**src/rtl/cola_buyer_fsm.sv**
```systemverilog
// Customer-side coin payer for the cola vending machine: pays PRICE in coin pulses, then waits for cola/change.
// Optional per-coin and per-cola statistics counters are built when COIN_STAT_EN is defined.
module cola_buyer_fsm #(
  parameter int unsigned PRICE   = 5,
  parameter int unsigned GAP_CYC = 2,
  parameter int unsigned TIMEOUT = 16
) (
  input  logic        sys_clk,
  input  logic        sys_rst,
  input  logic        buy_req,
  input  logic [1:0]  pay_mode,
  input  logic        pi_cola,
  input  logic        pi_money,
  output logic        po_money_half,
  output logic        po_money_one,
  output logic        busy,
  output logic        done,
  output logic        err,
  output logic        change_rcvd,
  output logic [4:0]  paid_units,
  output logic [15:0] stat_half_cnt,
  output logic [15:0] stat_one_cnt,
  output logic [15:0] stat_cola_cnt
);

  typedef enum logic [2:0] {
    S_IDLE,
    S_COIN,
    S_GAP,
    S_WAIT_COLA,
    S_DONE,
    S_ERR
  } state_t;

  state_t      state_q, state_d;
  logic [1:0]  mode_q, mode_d;
  logic [3:0]  remaining_q, remaining_d;
  logic [4:0]  paid_q, paid_d;
  logic [3:0]  gap_q, gap_d;
  logic [7:0]  timer_q, timer_d;
  logic        chg_flag_q, chg_flag_d;
  logic        chg_rcvd_q, chg_rcvd_d;

  logic        one_sel;
  logic [3:0]  coin_rem;

  always_ff @(posedge sys_clk or posedge sys_rst) begin
    if (sys_rst) begin
      state_q     <= S_IDLE;
      mode_q      <= 2'd0;
      remaining_q <= 4'd0;
      paid_q      <= 5'd0;
      gap_q       <= 4'd0;
      timer_q     <= 8'd0;
      chg_flag_q  <= 1'b0;
      chg_rcvd_q  <= 1'b0;
    end else begin
      state_q     <= state_d;
      mode_q      <= mode_d;
      remaining_q <= remaining_d;
      paid_q      <= paid_d;
      gap_q       <= gap_d;
      timer_q     <= timer_d;
      chg_flag_q  <= chg_flag_d;
      chg_rcvd_q  <= chg_rcvd_d;
    end
  end

  // Mode 2 always pays one-yuan (may overpay); modes 0/3 are greedy; mode 1 is half-only.
  always_comb begin
    one_sel = (mode_q == 2'd2) || ((mode_q != 2'd1) && (remaining_q >= 4'd2));
    if (one_sel) begin
      coin_rem = (remaining_q >= 4'd2) ? (remaining_q - 4'd2) : 4'd0;
    end else begin
      coin_rem = remaining_q - 4'd1;
    end
  end

  always_comb begin
    state_d     = state_q;
    mode_d      = mode_q;
    remaining_d = remaining_q;
    paid_d      = paid_q;
    gap_d       = gap_q;
    timer_d     = timer_q;
    chg_flag_d  = chg_flag_q;
    chg_rcvd_d  = chg_rcvd_q;
    case (state_q)
      S_IDLE: begin
        if (buy_req) begin
          mode_d      = pay_mode;
          remaining_d = 4'(PRICE);
          paid_d      = 5'd0;
          chg_flag_d  = 1'b0;
          chg_rcvd_d  = 1'b0;
          state_d     = S_COIN;
        end
      end
      S_COIN: begin
        remaining_d = coin_rem;
        paid_d      = paid_q + (one_sel ? 5'd2 : 5'd1);
        if (coin_rem == 4'd0) begin
          timer_d = 8'd0;
          state_d = S_WAIT_COLA;
        end else if (GAP_CYC > 0) begin
          gap_d   = 4'd0;
          state_d = S_GAP;
        end else begin
          state_d = S_COIN;
        end
      end
      S_GAP: begin
        if (gap_q == 4'(GAP_CYC - 1)) begin
          state_d = S_COIN;
        end else begin
          gap_d = gap_q + 4'd1;
        end
      end
      S_WAIT_COLA: begin
        if (pi_money) begin
          chg_flag_d = 1'b1;
        end
        if (pi_cola) begin
          chg_rcvd_d = chg_flag_q | pi_money;
          state_d    = S_DONE;
        end else if (timer_q == 8'(TIMEOUT - 1)) begin
          chg_rcvd_d = 1'b0;
          state_d    = S_ERR;
        end else begin
          timer_d = timer_q + 8'd1;
        end
      end
      S_DONE:  state_d = S_IDLE;
      S_ERR:   state_d = S_IDLE;
      default: state_d = S_IDLE;
    endcase
  end

  always_comb begin
    po_money_one  = (state_q == S_COIN) && one_sel;
    po_money_half = (state_q == S_COIN) && !one_sel;
    busy          = (state_q != S_IDLE);
    done          = (state_q == S_DONE);
    err           = (state_q == S_ERR);
    change_rcvd   = chg_rcvd_q;
    paid_units    = paid_q;
  end

`ifdef COIN_STAT_EN
  logic [15:0] stat_half_q, stat_half_d;
  logic [15:0] stat_one_q, stat_one_d;
  logic [15:0] stat_cola_q, stat_cola_d;

  always_comb begin
    stat_half_d = stat_half_q + (po_money_half ? 16'd1 : 16'd0);
    stat_one_d  = stat_one_q + (po_money_one ? 16'd1 : 16'd0);
    stat_cola_d = stat_cola_q + (done ? 16'd1 : 16'd0);
  end

  always_ff @(posedge sys_clk or posedge sys_rst) begin
    if (sys_rst) begin
      stat_half_q <= 16'd0;
      stat_one_q  <= 16'd0;
      stat_cola_q <= 16'd0;
    end else begin
      stat_half_q <= stat_half_d;
      stat_one_q  <= stat_one_d;
      stat_cola_q <= stat_cola_d;
    end
  end

  assign stat_half_cnt = stat_half_q;
  assign stat_one_cnt  = stat_one_q;
  assign stat_cola_cnt = stat_cola_q;
`else
  assign stat_half_cnt = 16'd0;
  assign stat_one_cnt  = 16'd0;
  assign stat_cola_cnt = 16'd0;
`endif

endmodule

```
**config.mk**
```make
export PLATFORM = sky130hd
export DESIGN_NAME = cola_buyer_fsm
export DESIGN_NICKNAME = d
export VERILOG_FILES = /design/src/rtl/cola_buyer_fsm.sv
export SDC_FILE = /design/constraint.sdc
export NUM_CORES = 1
export LEC_CHECK = 0
export CORE_MARGIN = 8
export CORE_UTILIZATION = 35
export CTS_BUF_LIST = sky130_fd_sc_hd__clkbuf_16
export CTS_CLUSTER_SIZE = 28
export DETAILED_ROUTE_END_ITERATION = 6
export SLEW_MARGIN = 20
export SYNTH_ARGS = -nofsm -noshare
export SYNTH_HDL_FRONTEND = slang
export SYNTH_SLANG_ARGS = --single-unit
```
**constraint.sdc**
```tcl
create_clock -name sys_clk -period 4.5 [get_ports sys_clk]
set_input_delay 1.35 -clock sys_clk [delete_from_list [all_inputs] [get_ports sys_clk]]
set_output_delay 1.35 -clock sys_clk [all_outputs]
set_load 0.01 [all_outputs]
```
# Word-level counts from Yosys, hierarchy flattened
# Index checks and enable logic that the tools add are counted.
dict set report op_classes {
  muxes 26
  reduce_logical 19
  addsub 5
  order_cmp 1
  eq_ne 18
  bitwise_logic 1
}
# op count
set ops {}
lappend ops {{2-to-1 mux 8 bit} 3}
lappend ops {{2-to-1 mux 4 bit} 5}
lappend ops {{!= test 2 bit, second input constant} 8}
lappend ops {{case mux 4 bit (2 select lines)} 2}
lappend ops {{case mux 8 bit (2 select lines)} 1}
lappend ops {{2-to-1 mux 3 bit} 4}
lappend ops {{case mux 3 bit (4 select lines)} 1}
lappend ops {{AND reduction 3 bit} 4}
lappend ops {{case mux 5 bit (2 select lines)} 1}
lappend ops {{adder 8 x 1 -> 8 bit, second input constant} 1}
lappend ops {{== test 8 x 4 -> 1 bit, second input constant} 1}
lappend ops {{nonzero test 2 bit} 4}
lappend ops {{== test 3 x 2 -> 1 bit, second input constant} 2}
lappend ops {{== test 3 bit, second input constant} 2}
lappend ops {{adder 5 x 2 -> 5 bit} 1}
lappend ops {{2-to-1 mux 1 bit} 5}
lappend ops {{2-to-1 mux 5 bit} 1}
lappend ops {{adder 4 x 1 -> 4 bit, second input constant} 1}
lappend ops {{== test 4 x 1 -> 1 bit, second input constant} 1}
lappend ops {{greater-or-equal comparator 4 x 2 -> 1 bit, second input constant} 1}
lappend ops {{logical NOT 4 bit} 1}
lappend ops {{case mux 1 bit (2 select lines)} 2}
lappend ops {{AND reduction 2 bit} 2}
lappend ops {{AND reduction 4 bit} 1}
lappend ops {{other kinds (13)} 15}
dict set report word_totals {
  inputBits 7
  register_bits 28
  word_cells 78
  output_inout_bits 59
}

# Logic depth before layout (Yosys ltp)
dict set report depth {
  depth_word 7
  mapped_depth 11
  depth_no_buf 10
}

# Worst setup path after synthesis
# OpenSTA, ideal clock, no wires.
dict set report synth_path {
  kind {register to output}
  from {reg remaining_q[0]}
  to {out po_money_half}
  n_path_buf 1
  t_arrival_ns 1.554
  required_time_ns 3.150
  path_stages_with_launch 7
  path_slack_ns 1.596
  path_cell_list {dfrtp_1 -> inv_1 -> ha_1 -> or4_4 -> a21bo_1 -> buf_6 -> nor2_1}
}
dict set report synth_between {
  elab_chain_len 5
}
# item line_no
set synth_lines {}
lappend synth_lines {{from (decl)} 37} ;# logic [3:0] remaining_q, remaining_d;
lappend synth_lines {{from (signal assigned)} 60} ;# remaining_q <= remaining_d;
lappend synth_lines {{greater-or-equal comparator 4 x 2 -> 1 bit} 71} ;# one_sel = (mode_q == 2'd2) || ((mode_q != 2'd1) && (remaining_q >= 4'd2));
lappend synth_lines {{logical AND 1 bit} 71}
lappend synth_lines {{logical OR 1 bit} 71}
lappend synth_lines {{logical NOT 1 bit} 141} ;# po_money_half = (state_q == S_COIN) && !one_sel;
lappend synth_lines {{logical AND 1 bit} 141}
lappend synth_lines {{to (decl)} 14} ;# output logic po_money_half,
# No other way between the ends.

# Final worst setup path
# Same ends and word-level chain as after synthesis.

==> results.rst <==
.. list-table::
   :header-rows: 1

   * - Metric
     - Value
   * - Worst Setup Start Kind
     - flop
   * - Placeable core area
     - 5510 sq um
   * - RSZ-0062 raised after global routing
     - false
   * - IO Count
     - 66
   * - Fraction of final layout cells with drive strength greater than 1
     - 4.55%
   * - Top delay family on crit path
     - buffers and inverters
   * - Final weighted congestion of routability-driven global placement
     - a little over 0.8
   * - Starting Density
     - a little over a third
   * - Aggregate routed wire length
     - 3.89 mm
   * - Cts bufs inserted
     - 3
   * - CTS tree
     - done
   * - Worst hold path stage count
     - 1
   * - Reg clk slew, reported paths
     - 0.07 ns
   * - Worst hold path startpoint
     - paid_units[4]$_DFFE_PP0P_
   * - Height of the die
     - approximately 90 um
   * - Number of antenna violations at the first check in global routing
     - 0
   * - Reg-to-reg setup timing slack
     - 2.03 ns
   * - GRT overflow
     - 0
   * - Most frequent cells in the layout
     - sky130_fd_sc_hd__conb_1, sky130_fd_sc_hd__dfrtp_1, sky130_fd_sc_hd__nor2_1
   * - Buffers plus inverters on the worst setup path
     - 2
   * - Synth Area in Adders
     - between 6 and 7%
   * - Design internal power
     - 0.747 mW
   * - Pwr/cell area
     - roughly 600 nW/um^2
   * - Standard-cell row count
     - 27
   * - Maximum number of buffers from clock root to sink
     - 2
   * - Syn Area/Cell
     - 8.82 sq um
   * - Total power
     - 1.28 mW
   * - Final setup fails
     - 0
   * - Max stage delay on crit path
     - 0.54 ns
   * - Commonest non-fill, non-tap cell in the layout
     - sky130_fd_sc_hd__conb_1
   * - Deepest level of the CTS H-tree
     - 1
   * - Crit path kind
     - reg2out
   * - Resized Gates After CTS
     - 0
   * - All-layer global routing usage
     - 9.27%
   * - Number of vias after detailed routing
     - ~1400
   * - Fmax achieved
     - 267 MHz
   * - Fin nets
     - 260
   * - Static leakage
     - 1.04 nW
   * - TritonCTS sink count
     - 28
   * - Post-synthesis simple-gate area fraction
     - 18.6%
   * - FFs w/ async S/R, synth
     - between 90% and 100%
   * - Power dissipated by switching net loads
     - between 0.5 and 0.6 mW
   * - Pin count of the biggest net entering global routing
     - 29
   * - Share of total power in combinational logic
     - about half
   * - Final slew viol count
     - 0
   * - Critical register-to-register path endpoint
     - paid_units[4]$_DFFE_PP0P_
   * - Switching fraction of total power
     - around two fifths
   * - Number of buffers inserted to repair setup after CTS
     - 0
   * - Ratio of final minimum period to clock period
     - 83.1%
   * - Number of DRC markers after the initial detailed-route iteration
     - 36
   * - Hpwl dp
     - 2.94 mm
   * - Finished Cell Area
     - about 2100 sq um
   * - Antenna Diode Count
     - 0
   * - Crit Path Max Fanout
     - 9
   * - Die width
     - 91.5 um
   * - Clock latency reported for the late side of the worst-skew pair
     - 0.26 ns
   * - Number of enable flip-flop cells after synthesis
     - 0
   * - Number of flip-flops and latches in the synthesized netlist
     - 28
   * - DRT antenna net count
     - 0
   * - Global-route wire length before repair
     - 6.64 mm
   * - Detail-routed net length per standard cell
     - 12.4 um
   * - Endpoint of the worst hold path
     - paid_units[4]$_DFFE_PP0P_
   * - Result of the run
     - completed
   * - Slowest stage cell, crit path
     - sky130_fd_sc_hd__clkdlybuf4s50_1
   * - CP cell instances
     - inv_1, ha_1, or4_4, a21bo_1, nor2_1, clkdlybuf4s50_1
   * - DRC violations left
     - 0
   * - Max Cap Violations
     - 0
   * - Iteration count of the initial detailed-routing pass
     - 4
   * - Shortest period the worst path allows
     - around 3.7 ns
   * - Hold Buf Count CTS
     - 0
   * - R2R Path Start
     - remaining_q[0]$_DFFE_PP0P_
   * - Dpl cell area
     - 2040 sq um
   * - Tightest Pin Transition
     - 0.587 ns
   * - Synthesized instance count
     - 226
   * - Sequential share of power
     - 33.7%
   * - Xor and xnor fraction of the mapped netlist area
     - 4.39%
   * - Share of power burned in the clock network
     - 16.0%
   * - Mux contribution to synthesized area
     - 1.13%
   * - Peak VDD IR
     - 0.217 mV
   * - Synth-to-layout area growth
     - 6.46%
   * - Worst reg-to-reg path cell count
     - 10
   * - Number of port buffers
     - 17
   * - Via count of the first global-routing pass
     - 1432
   * - Relative slew slack
     - 60.8%
   * - Utilization after layout
     - 38.6%
   * - Complex-gate fraction of the synthesized area
     - about 12%
   * - Hold violation total from the final report
     - 0
   * - Total standard cell area after synthesis
     - 1990 sq um
   * - Drt via density
     - roughly 4.5
   * - Placed instance count
     - 310
   * - Library cells used by synthesis
     - 46
   * - Class of the tightest hold or removal check
     - reg2reg
   * - CP Data Arrival Time
     - 2.39 ns
   * - Post-Route Skew
     - 0.00211 ns
   * - Final critical-path setup slack
     - 0.759 ns
   * - Top flip-flop cell by instance count after synthesis
     - sky130_fd_sc_hd__dfrtp_1
   * - Worst endpoint required time
     - 3.15 ns
   * - Area of the die
     - around 8400 sq um
   * - Final standard cell count with taps included and fillers excluded
     - 314
   * - Dominant combinational cell family by area after synthesis
     - buffers and inverters
   * - Placement Setup Slack
     - 1.05 ns
   * - Worst hold slack
     - 0.488 ns
   * - Post-Route Setup TNS
     - 0 ns
   * - Seq/Total Area, Yosys
     - 35.1%
   * - Type of destination of the critical path
     - primary output
   * - Buffer type at the clock tree root
     - sky130_fd_sc_hd__clkbuf_16
   * - Count of yosys warnings during synthesis
     - 0
## worst max path at each step
stage,startpoint,to,slack [ns],cells past startpoint
CTS,remaining_q[0]$_DFFE_PP0P_,po_money_half,0.76,6
floorplan,remaining_q[0]$_DFFE_PP0P_,po_money_half,1.60,6
detailed placement,remaining_q[0]$_DFFE_PP0P_,po_money_half,1.05,6
global route,remaining_q[0]$_DFFE_PP0P_,po_money_half,0.63,6
finish,remaining_q[0]$_DFFE_PP0P_,po_money_half,0.76,6
global placement,remaining_q[0]$_DFFE_PP0P_,po_money_half,1.11,6
## cell type report
| cell class | count | area, sq um |
|---|---|---|
| sequential | 28 | 701 |
| tap | 72 | 90.1 |
| multi-input combinational | 182 | 1040 |
| clock inverter | 1 | 3.75 |
| inverter | 10 | 37.5 |
| timing repair buffer | 18 | 178 |
| clock buffer | 3 | 75.1 |
| fill | 563 | 3380 |
## worst reg2reg max path: cells and delay by family (launching register included)
family / cells / cell delay [ns]
adder cells (fa/ha/maj): 3 / 0.66
AND/OR/NAND/NOR: 1 / 0.43
AO/OA/AOI/OAI: 4 / 0.64
flip-flops: 1 / 0.41
buffers and inverters: 2 / 0.21
## logic make-up (layout without fill, tap and decap cells)
family | count (synthesis) | in the layout
and+or+nand+nor | 73 | 73
buffers and inverters | 63 | 32
AOI/OAI and AO/OA | 39 | 39
DFF | 28 | 28
adders and majority gates | 10 | 10
xor gates and xnor gates | 10 | 10
muxes | 2 | 2
other | 1 | 48
## flip-flops by register name (all words and copies together), names as in the netlist
signal / cells
chg_flag_q: 1
timer_q: 8
remaining_q: 4
state_q: 3
mode_q: 2
change_rcvd: 1
paid_units: 5
gap_q: 4
## synth_stat cells (2+ instances only)
| master | n | area (sq um) |
|---|---|---|
| sky130_fd_sc_hd__buf_4 | 48 | 360 |
| sky130_fd_sc_hd__dfrtp_1 | 28 | 701 |
| sky130_fd_sc_hd__nor2_1 | 22 | 82.6 |
| sky130_fd_sc_hd__nand2_1 | 19 | 71.3 |
| sky130_fd_sc_hd__o21ai_0 | 13 | 65.1 |
| sky130_fd_sc_hd__inv_1 | 10 | 37.5 |
| sky130_fd_sc_hd__ha_1 | 9 | 113 |
| sky130_fd_sc_hd__a21oi_1 | 8 | 40.0 |
| sky130_fd_sc_hd__nand2b_1 | 5 | 31.3 |
| sky130_fd_sc_hd__nand3_1 | 5 | 25.0 |
| sky130_fd_sc_hd__xnor2_1 | 5 | 43.8 |
| sky130_fd_sc_hd__xor2_1 | 5 | 43.8 |
| sky130_fd_sc_hd__clkbuf_1 | 3 | 11.3 |
| sky130_fd_sc_hd__nand4_1 | 3 | 18.8 |
| sky130_fd_sc_hd__nor3b_1 | 3 | 22.5 |
| sky130_fd_sc_hd__a22o_1 | 2 | 17.5 |
| sky130_fd_sc_hd__a31oi_1 | 2 | 12.5 |
| sky130_fd_sc_hd__and3_1 | 2 | 12.5 |
| sky130_fd_sc_hd__and3b_1 | 2 | 17.5 |
| sky130_fd_sc_hd__buf_6 | 2 | 22.5 |
| sky130_fd_sc_hd__mux2_2 | 2 | 22.5 |
| sky130_fd_sc_hd__nor3_1 | 2 | 10.0 |
| sky130_fd_sc_hd__o22ai_1 | 2 | 12.5 |
| sky130_fd_sc_hd__or3_1 | 2 | 12.5 |
## power by group through the flow
stage	Combinational, mW	Clock, mW	Sequential, mW
finish	0.645	0.205	0.433
global route	0.734	0.222	0.451
CTS	0.648	0.213	0.432
detailed placement	0.643	0	0.436
global placement	0.635	0	0.434
floorplan	0.523	0	0.416
## routing by layer
metal / up-vias / share of wire, % / track usage, %
li1: 695 / - / -
met1: 662 / 47 / 11.4
met2: 40 / 46 / 15.4
met3: 2 / 5.6 / 2.06
met4: 0 / 0.87 / 3.27
met5: - / 0 / 0
Note: power is estimated with default switching activity, not from simulation.
